<file path="src/rtl/simple_pkg.sv">
`default_nettype none
// ============================================================================
//  Module      : simple_pkg
//  Description : Shared SIMPLE ISA constants and helpers. Used by the control
//                path and by the instruction loader to recognise the halt
//                instruction.
//                FMT_ALU - format field value of ALU-class instructions
//                OP_HLT  - ALU opcode that halts the core
//                is_hlt  - 1 when a 16-bit word is the HLT instruction
//  Revision    : 1.0 - initial release
// ============================================================================
package simple_pkg;

  localparam logic [1:0] FMT_ALU = 2'b11;
  localparam logic [3:0] OP_HLT  = 4'b1111;

  // HLT is an ALU-format word (inst[15:14]) whose opcode (inst[7:4]) is all ones.
  function automatic logic is_hlt(input logic [15:0] inst);
    return (inst[15:14] == FMT_ALU) && (inst[7:4] == OP_HLT);
  endfunction

endpackage
`default_nettype wire

</file>
<file path="src/rtl/inst_loader.sv">
`default_nettype none
// ============================================================================
//  Module      : inst_loader
//  Description : Writer side of the instruction path. Packs pairs of incoming
//                bytes (first byte = inst[15:8]) into 16-bit words and writes
//                them to instruction memory from address 0, holding the core
//                in reset meanwhile. Stops after writing the first HLT word or
//                when the last address has been written (err=1).
//  Ports       : clk, rst            - clock, synchronous active-high reset
//                start, abort        - begin a load / cancel a load (pulses)
//                rx_data/valid/ready - byte stream handshake
//                im_we/addr/wdata    - instruction memory write port
//                core_hold           - keep CPU in reset while loading
//                done, err           - load finished / memory filled w/o HLT
//                words_loaded        - words written in current/last load
//  Revision    : 1.0 - initial release
// ============================================================================
module inst_loader
  import simple_pkg::*;
#(
  parameter int ADDR_W = 8,
  parameter int DEPTH  = 256
) (
  input  logic              clk,
  input  logic              rst,
  input  logic              start,
  input  logic              abort,
  input  logic [7:0]        rx_data,
  input  logic              rx_valid,
  output logic              rx_ready,
  output logic              im_we,
  output logic [ADDR_W-1:0] im_addr,
  output logic [15:0]       im_wdata,
  output logic              core_hold,
  output logic              done,
  output logic              err,
  output logic [ADDR_W:0]   words_loaded
);

  localparam logic [2:0] S_IDLE = 3'd0;
  localparam logic [2:0] S_HI   = 3'd1;
  localparam logic [2:0] S_LO   = 3'd2;
  localparam logic [2:0] S_WR   = 3'd3;
  localparam logic [2:0] S_DONE = 3'd4;

  localparam logic [ADDR_W-1:0] LAST_ADDR = ADDR_W'(DEPTH - 1);

  logic [2:0]        state_q, state_d;
  logic [7:0]        hi_q, hi_d;
  logic [7:0]        lo_q, lo_d;
  logic [ADDR_W-1:0] addr_q, addr_d;
  logic [ADDR_W:0]   cnt_q, cnt_d;
  logic              rdy_q, rdy_d;
  logic              hold_q, hold_d;
  logic              done_q, done_d;
  logic              err_q, err_d;

  logic              w_xfer;
  logic              w_start;
  logic              w_busy;
  logic [15:0]       w_word;

  assign w_xfer  = rx_valid && rdy_q;
  assign w_start = start && !abort;          // abort wins over a coincident start
  assign w_busy  = (state_q == S_HI) || (state_q == S_LO) || (state_q == S_WR);
  assign w_word  = {hi_q, lo_q};

  // State and output registers
  always_ff @(posedge clk) begin
    if (rst) begin
      state_q <= S_IDLE;
      hi_q    <= '0;
      lo_q    <= '0;
      addr_q  <= '0;
      cnt_q   <= '0;
      rdy_q   <= 1'b0;
      hold_q  <= 1'b0;
      done_q  <= 1'b0;
      err_q   <= 1'b0;
    end else begin
      state_q <= state_d;
      hi_q    <= hi_d;
      lo_q    <= lo_d;
      addr_q  <= addr_d;
      cnt_q   <= cnt_d;
      rdy_q   <= rdy_d;
      hold_q  <= hold_d;
      done_q  <= done_d;
      err_q   <= err_d;
    end
  end

  // Next-state logic
  always_comb begin
    state_d = state_q;
    case (state_q)
      S_IDLE: if (w_start) state_d = S_HI;
      S_HI: begin
        if (abort)       state_d = S_IDLE;
        else if (w_xfer) state_d = S_LO;
      end
      S_LO: begin
        if (abort)       state_d = S_IDLE;
        else if (w_xfer) state_d = S_WR;
      end
      S_WR: begin
        if (abort)                 state_d = S_IDLE;
        else if (is_hlt(w_word))   state_d = S_DONE;
        else if (addr_q == LAST_ADDR) state_d = S_DONE;
        else                       state_d = S_HI;
      end
      S_DONE: if (w_start) state_d = S_HI;
      default: state_d = S_IDLE;
    endcase
  end

  // Output / datapath logic
  always_comb begin
    hi_d   = hi_q;
    lo_d   = lo_q;
    addr_d = addr_q;
    cnt_d  = cnt_q;
    hold_d = hold_q;
    done_d = done_q;
    err_d  = err_q;
    im_we  = (state_q == S_WR);

    // ready is registered from the next state so it is high exactly in HI/LO
    rdy_d  = (state_d == S_HI) || (state_d == S_LO);

    if (((state_q == S_IDLE) || (state_q == S_DONE)) && w_start) begin
      addr_d = '0;
      cnt_d  = '0;
      err_d  = 1'b0;
      done_d = 1'b0;
      hold_d = 1'b1;
    end

    if ((state_q == S_HI) && w_xfer) hi_d = rx_data;
    if ((state_q == S_LO) && w_xfer) lo_d = rx_data;

    if (state_q == S_WR) begin
      // The write happens regardless of abort, so it is always counted
      cnt_d = cnt_q + 1'b1;
      if (!abort) begin
        if (is_hlt(w_word)) begin
          done_d = 1'b1;
          err_d  = 1'b0;
          hold_d = 1'b0;
        end else if (addr_q == LAST_ADDR) begin
          done_d = 1'b1;
          err_d  = 1'b1;
          hold_d = 1'b0;
        end else begin
          addr_d = addr_q + 1'b1;
        end
      end
    end

    if (w_busy && abort) begin
      hold_d = 1'b0;
      done_d = 1'b0;
    end
  end

  assign rx_ready     = rdy_q;
  assign im_addr      = addr_q;
  assign im_wdata     = w_word;
  assign core_hold    = hold_q;
  assign done         = done_q;
  assign err          = err_q;
  assign words_loaded = cnt_q;

endmodule
`default_nettype wire

</file>
<file path="config.mk">
export PLATFORM = sky130hd
export DESIGN_NAME = inst_loader
export DESIGN_NICKNAME = d
export VERILOG_FILES = /design/src/rtl/simple_pkg.sv /design/src/rtl/inst_loader.sv
export SDC_FILE = /design/constraint.sdc
export NUM_CORES = 1
export LEC_CHECK = 0
export BUFFER_PORTS_ARGS = -buffer_cell sky130_fd_sc_hd__buf_2
export CAP_MARGIN = 20
export CELL_PAD_IN_SITES_DETAIL_PLACEMENT = 0
export CELL_PAD_IN_SITES_GLOBAL_PLACEMENT = 1
export CORE_MARGIN = 1
export CORE_UTILIZATION = 30
export CTS_CLUSTER_DIAMETER = 100
export CTS_CLUSTER_SIZE = 16
export DETAILED_ROUTE_END_ITERATION = 8
export GPL_TIMING_DRIVEN = 0
export PLACE_DENSITY_LB_ADDON = 0.25
export SLEW_MARGIN = 30
export SYNTH_ARGS = -nofsm -noshare
export SYNTH_HDL_FRONTEND = slang
export SYNTH_SLANG_ARGS = --single-unit
</file>
<file path="constraint.sdc">
create_clock -name clk -period 3.4 [get_ports clk]
set_input_delay 0.51 -clock clk [delete_from_list [all_inputs] [get_ports clk]]
set_output_delay 0.51 -clock clk [all_outputs]
set_load 0.02 [all_outputs]
</file>
== Yosys cells after proc, flatten, opt, wreduce, memory -nomap -nowiden ==
Index checks and enable logic that the tools add are counted.

* Flip-flop bits (word level): 40
* Input bits: 13
* Word-level logic and storage cells: 67

* Add/subtract/negate cells: 2
* Equal/unequal tests: 9
* Mux-type cells: 31
* Reduce and logical (&&, ||, !) cells: 16

{| class="wikitable"
|+ Operator list
! cell !! count
|-
| 2-to-1 mux 8 bit || 5
|-
| 2-to-1 mux 3 bit || 8
|-
| 2-to-1 mux 9 bit || 2
|-
| 2-to-1 mux 1 bit || 15
|-
| one-hot mux 3 bit (4 select lines) || 1
|-
| adder 9 x 1 -> 9 bit, second input constant || 1
|-
| equality test 3 x 2 -> 1 bit, second input constant || 3
|-
| adder 8 x 1 -> 8 bit, second input constant || 1
|-
| equality test 8 bit, second input constant || 1
|-
| logical AND 1 bit || 7
|-
| equality test 3 x 1 -> 1 bit, second input constant || 2
|-
| equality test 4 bit, second input constant || 1
|-
| logical OR 1 bit || 4
|-
| OR reduction 2 bit || 2
|-
| equality test 3 bit, second input constant || 1
|-
| logical NOT 3 bit || 1
|-
| equality test 2 bit, second input constant || 1
|-
| nonzero test 2 bit || 1
|-
| logical NOT 1 bit || 1
|}

== Longest topological paths before layout ==
* Word-level depth: 8
* Depth in mapped cells: 8
* Mapped depth without buffers: 6

== Worst setup path after synthesis ==
OpenSTA, ideal clock, no wires.

* Kind: register to register
* Start: reg hi_q[7]
* End: reg addr_q[4] (netlist: im_addr[4])
* Arrival: 1534 ps
* Data required time: 3335 ps
* Setup slack: 1801 ps
* Stages on the path, launching flop included: 7
* Buffers on the path: 1
* Period minus slack after synthesis: 1599 ps
* Path through: dfxtp_1 nand2_1 or3_1 clkbuf_1 nand4_1 mux2_1 nor2_1

* Word-level cells in the longest chain between the ends: 5

{| class="wikitable"
|+ Ends and longest elaborated chain
! item !! RTL line !! text
|-
| start, declared || inst_loader.sv:49 || <nowiki>logic [7:0] hi_q, hi_d;</nowiki>
|-
| start signal, assigned || inst_loader.sv:82 || <nowiki>hi_q <= hi_d;</nowiki>
|-
| equality test 2 bit || simple_pkg.sv:19 || <nowiki>return (inst[15:14] == FMT_ALU) && (inst[7:4] == OP_HLT);</nowiki>
|-
| logical AND 1 bit || simple_pkg.sv:19 ||
|-
| 2-to-1 mux 8 bit || inst_loader.sv:146 || <nowiki>if (is_hlt(w_word)) begin</nowiki>
|-
| 2-to-1 mux 8 bit || inst_loader.sv:145 || <nowiki>if (!abort) begin</nowiki>
|-
| 2-to-1 mux 8 bit || inst_loader.sv:142 || <nowiki>if (state_q == S_WR) begin</nowiki>
|-
| end signal, assigned || inst_loader.sv:84 || <nowiki>addr_q <= addr_d;</nowiki>
|-
| end, declared || inst_loader.sv:51 || <nowiki>logic [ADDR_W-1:0] addr_q, addr_d;</nowiki>
|}

No other way between the ends.
A chain may end at the register's enable or synchronous reset.

== Final worst setup path ==
* Start: reg state_q[2]
* End: out im_we

* Word-level cells in the longest chain between the ends: 1

{| class="wikitable"
|+ Ends and longest elaborated chain
! item !! RTL line !! text
|-
| start, declared || inst_loader.sv:48 || <nowiki>logic [2:0] state_q, state_d;</nowiki>
|-
| start signal, assigned || inst_loader.sv:81 || <nowiki>state_q <= state_d;</nowiki>
|-
| equality test 3 x 2 -> 1 bit || inst_loader.sv:126 || <nowiki>im_we = (state_q == S_WR);</nowiki>
|-
| end, declared || inst_loader.sv:31 || <nowiki>output logic im_we,</nowiki>
|}

No other way between the ends.

==> flow_summary.rst <==
.. list-table::
   :header-rows: 1

   * - Metric
     - Value
   * - Outcome
     - complete, no violations
   * - Final-layout setup total negative slack
     - 0 ns
   * - Post-route cell area
     - 2183 um^2
   * - Clock insertion delay at the later pin of the skew report
     - 0.30 ns
   * - Static Leakage
     - between 0.8 and 0.9 nW
   * - Buffer count from post-CTS setup fixing
     - 0
   * - HPWL after DPL
     - 3.062 mm
   * - Worst endpoint data arrival time
     - 1.59 ns
   * - N_diodes
     - 0
   * - First-pass GRT wire length
     - 6.879 mm
   * - Min Tclk post-route
     - 2.101 ns
   * - Clock transition time at the flip-flop clock pins of the worst setup and hold paths
     - 0.08 ns
   * - Maximum buffer depth of the clock tree
     - 2
   * - Proportion of synthesized flip-flops having asynchronous set or reset
     - 0%
   * - Filler Cells Inserted
     - 619
   * - Port Buf Inserts
     - 50
   * - EDFF count, synth
     - 0
   * - Power density over cell area
     - around 420 nW/um^2
   * - Per-cell via count in the routed design
     - 4.807
   * - Maximum number of pins on one net before global-route repair
     - 15
   * - Number of warnings reported in the yosys synthesis log
     - 0
   * - Number of synthesized register bits
     - 40
   * - CTS tree
     - built
   * - Length of the first detailed-routing pass in iterations
     - 4
   * - Worst-case vdd ir drop
     - 212.6 uV
   * - Slew headroom
     - a little over 60%
   * - Row Count
     - 27
   * - Final RePlAce weighted congestion
     - 0.7212
   * - Placed Instance Area
     - 2068 um^2
   * - Critical-path maximum fanout
     - 9
   * - Fin nets
     - 264
   * - Kind of critical path
     - reg2out
   * - Number of instances in the synthesized netlist
     - roughly 190
   * - Initial antenna violation count
     - 0
   * - Skew final
     - 0.005556 ns
   * - Hold Path Stages
     - 2
   * - Worst Setup End Kind
     - output port
   * - H-tree Lvls
     - 2
   * - Routed WL per cell
     - roughly 13 um
   * - Number of nets produced by synthesis
     - 207
   * - RSZ-0062 raised after global routing
     - false
   * - Post-synthesis sequential area ratio
     - around 46%
   * - Actual transition at the worst max-transition pin
     - ~0.58 ns
   * - Post-synthesis cell type with the largest combined area
     - sky130_fd_sc_hd__dfxtp_1
   * - Max-cap violations
     - 0
   * - Routed wire length
     - between 4 and 5 mm
   * - I/O Pins
     - 51
   * - Dominant register cell in the synthesized netlist
     - sky130_fd_sc_hd__dfxtp_1
   * - Top achievable clock speed
     - 476.1 MHz
   * - Die Y-Extent
     - 77.89 um
   * - Critical path launch point type
     - register
   * - Final core area utilization
     - between 30 and 40%
   * - Clock tree sinks
     - 40
   * - Vias in the first global route
     - between 1000 and 1500
   * - Most area-consuming cells after synthesis
     - sky130_fd_sc_hd__dfxtp_1 46%, sky130_fd_sc_hd__mux2i_1 10%, sky130_fd_sc_hd__nor2_1 7.2%
   * - Period utilisation layout
     - between 60% and 70%
   * - Area growth, synth to finish
     - 26.36%
   * - Starting density of the core
     - 31.19%
   * - Layout cells sized above 1
     - roughly a quarter
   * - GR Overflow Total
     - 0
   * - Depth of the worst register-to-register path
     - 7
   * - Total routing resource utilization after global routing
     - 14.63%
   * - Class of the tightest hold or removal check
     - reg2reg
   * - Count of unique library cells instantiated by Yosys
     - 40
   * - Total via count after detailed routing
     - between 1500 and 2000
   * - Clock root cell
     - sky130_fd_sc_hd__clkbuf_8
   * - Die area
     - 6067 um^2
   * - Synthesized area divided by synthesized cell count
     - 9.000 um^2
   * - Worst EP required
     - 2.89 ns
   * - Remaining DRCs
     - 0
   * - Post-DRT Antenna Nets
     - 0
   * - Clock buffers created by TritonCTS
     - 5
   * - Tightest hold margin
     - 0.4558 ns
   * - Post-synthesis instance area
     - 1728 um^2
   * - Power, Total
     - between 0.0009 and 0.001 W
   * - Count of final hold-check violations
     - 0
   * - Endpoints failing setup
     - 0
   * - Post-cts gate resize count
     - 0
   * - Number of DRC violations after detailed-routing iteration 0
     - 40
   * - # hold bufs at CTS
     - 0
   * - Core box area
     - 5540 um^2
   * - Max-slew violations
     - 0
   * - Synth top area share
     - 46.34%
   * - Width of the die
     - 77.89 um
-- flip-flops by register name, indices dropped and copies added, names as in the netlist --
register      flops
words_loaded      9
core_hold         1
done              1
err               1
rx_ready          1
hi_q              8
state_q           3
im_addr           8
lo_q              8
-- critical path, cell delays in order (launching register included) --
cell	delay (ns)
sky130_fd_sc_hd__dfxtp_1	0.30
sky130_fd_sc_hd__buf_2	0.16
sky130_fd_sc_hd__nand3b_1	0.36
sky130_fd_sc_hd__inv_1	0.27
sky130_fd_sc_hd__buf_2	0.20
-- placed cells by master (no fill, tap or decap), types with 2 or more instances in the layout --
cell / count
sky130_fd_sc_hd__nor2_1: 33
sky130_fd_sc_hd__a211oi_1: 3
sky130_fd_sc_hd__a21oi_1: 7
sky130_fd_sc_hd__mux2i_1: 18
sky130_fd_sc_hd__a31oi_1: 2
sky130_fd_sc_hd__nand2_1: 13
sky130_fd_sc_hd__nand4b_1: 3
sky130_fd_sc_hd__nand4_1: 5
sky130_fd_sc_hd__o211ai_1: 4
sky130_fd_sc_hd__inv_1: 3
sky130_fd_sc_hd__and3_1: 2
sky130_fd_sc_hd__nand3_1: 9
sky130_fd_sc_hd__o21ai_0: 3
sky130_fd_sc_hd__dfxtp_1: 40
sky130_fd_sc_hd__nand3b_1: 2
sky130_fd_sc_hd__ha_1: 2
sky130_fd_sc_hd__clkbuf_8: 5
sky130_fd_sc_hd__o31ai_1: 5
sky130_fd_sc_hd__or3_1: 3
sky130_fd_sc_hd__clkbuf_1: 6
sky130_fd_sc_hd__nor3_1: 5
sky130_fd_sc_hd__buf_2: 55
-- power breakdown --
| part | switching [W] | total, W | internal, W | leakage [nW] |
|---|---|---|---|---|
| logic | 0.0000286 | 0.0000440 | 0.0000154 | 0.516 |
| clock network | 0.000181 | 0.000402 | 0.000221 | 0.0548 |
| registers | 0.00000134 | 0.000472 | 0.000471 | 0.323 |
| total | 0.000211 | 0.000918 | 0.000707 | 0.893 |
-- cell type report --
cell class	count	area, um^2	share of cell area [%]
Tap cell	72	90.09	4.126
Timing Repair Buffer	50	250.2	11.46
Inverter	3	11.26	0.5158
Clock inverter	3	46.29	2.120
Buffer	12	55.05	2.521
Sequential cell	40	800.8	36.68
Clock buffer	5	68.82	3.152
Multi-Input combinational cell	137	860.8	39.43
-- path summary, 6_finish.rpt --
| check | start | to | slack (ns) |
|---|---|---|---|
| worst max-delay path | state_q[2] | im_we | 1.30 |
| worst min-delay path | done | done | 0.46 |
| worst max register to register | state_q[0] | words_loaded[2] | 1.66 |
| worst min register to register | done | done | 0.46 |
-- per-layer routing --
metal	up-vias	track usage, %	wire [um]
met5	-	0	0
met1	683	19.21	2012
li1	810	-	-
met4	0	5.000	55
met3	7	4.235	289
met2	48	22.83	1835
-- cells by family (layout without fill, tap and decap cells) --
logic type / after synthesis / after routing / share of synthesized area (%)
xor+xnor: 1 / 1 / 0.5070
flops: 40 / 40 / 46.34
fa+ha+maj: 2 / 2 / 1.448
mux: 19 / 19 / 11.08
buf+inv: 15 / 73 / 3.838
simple gates: 82 / 82 / 23.75
compound gates: 33 / 33 / 13.03
-- synth_stat cells, drive strengths merged, types with 2 or more instances --
master,instances
a211oi,3
a21oi,7
a31oi,2
and3,3
buf,6
clkbuf,6
dfxtp,40
ha,2
inv,3
mux2i,18
nand2,13
nand3,9
nand3b,2
nand4,5
nand4b,3
nor2,33
nor3,6
o211ai,4
o21ai,3
o31ai,5
or3,3
-- through the flow --
stage	instances	worst slack (ns)
global route	322	1.170
global placement	314	1.540
CTS	322	1.280
detailed placement	314	1.557
floorplan	192	1.801
finish	322	1.299
Power figures use the tool's default switching activity.
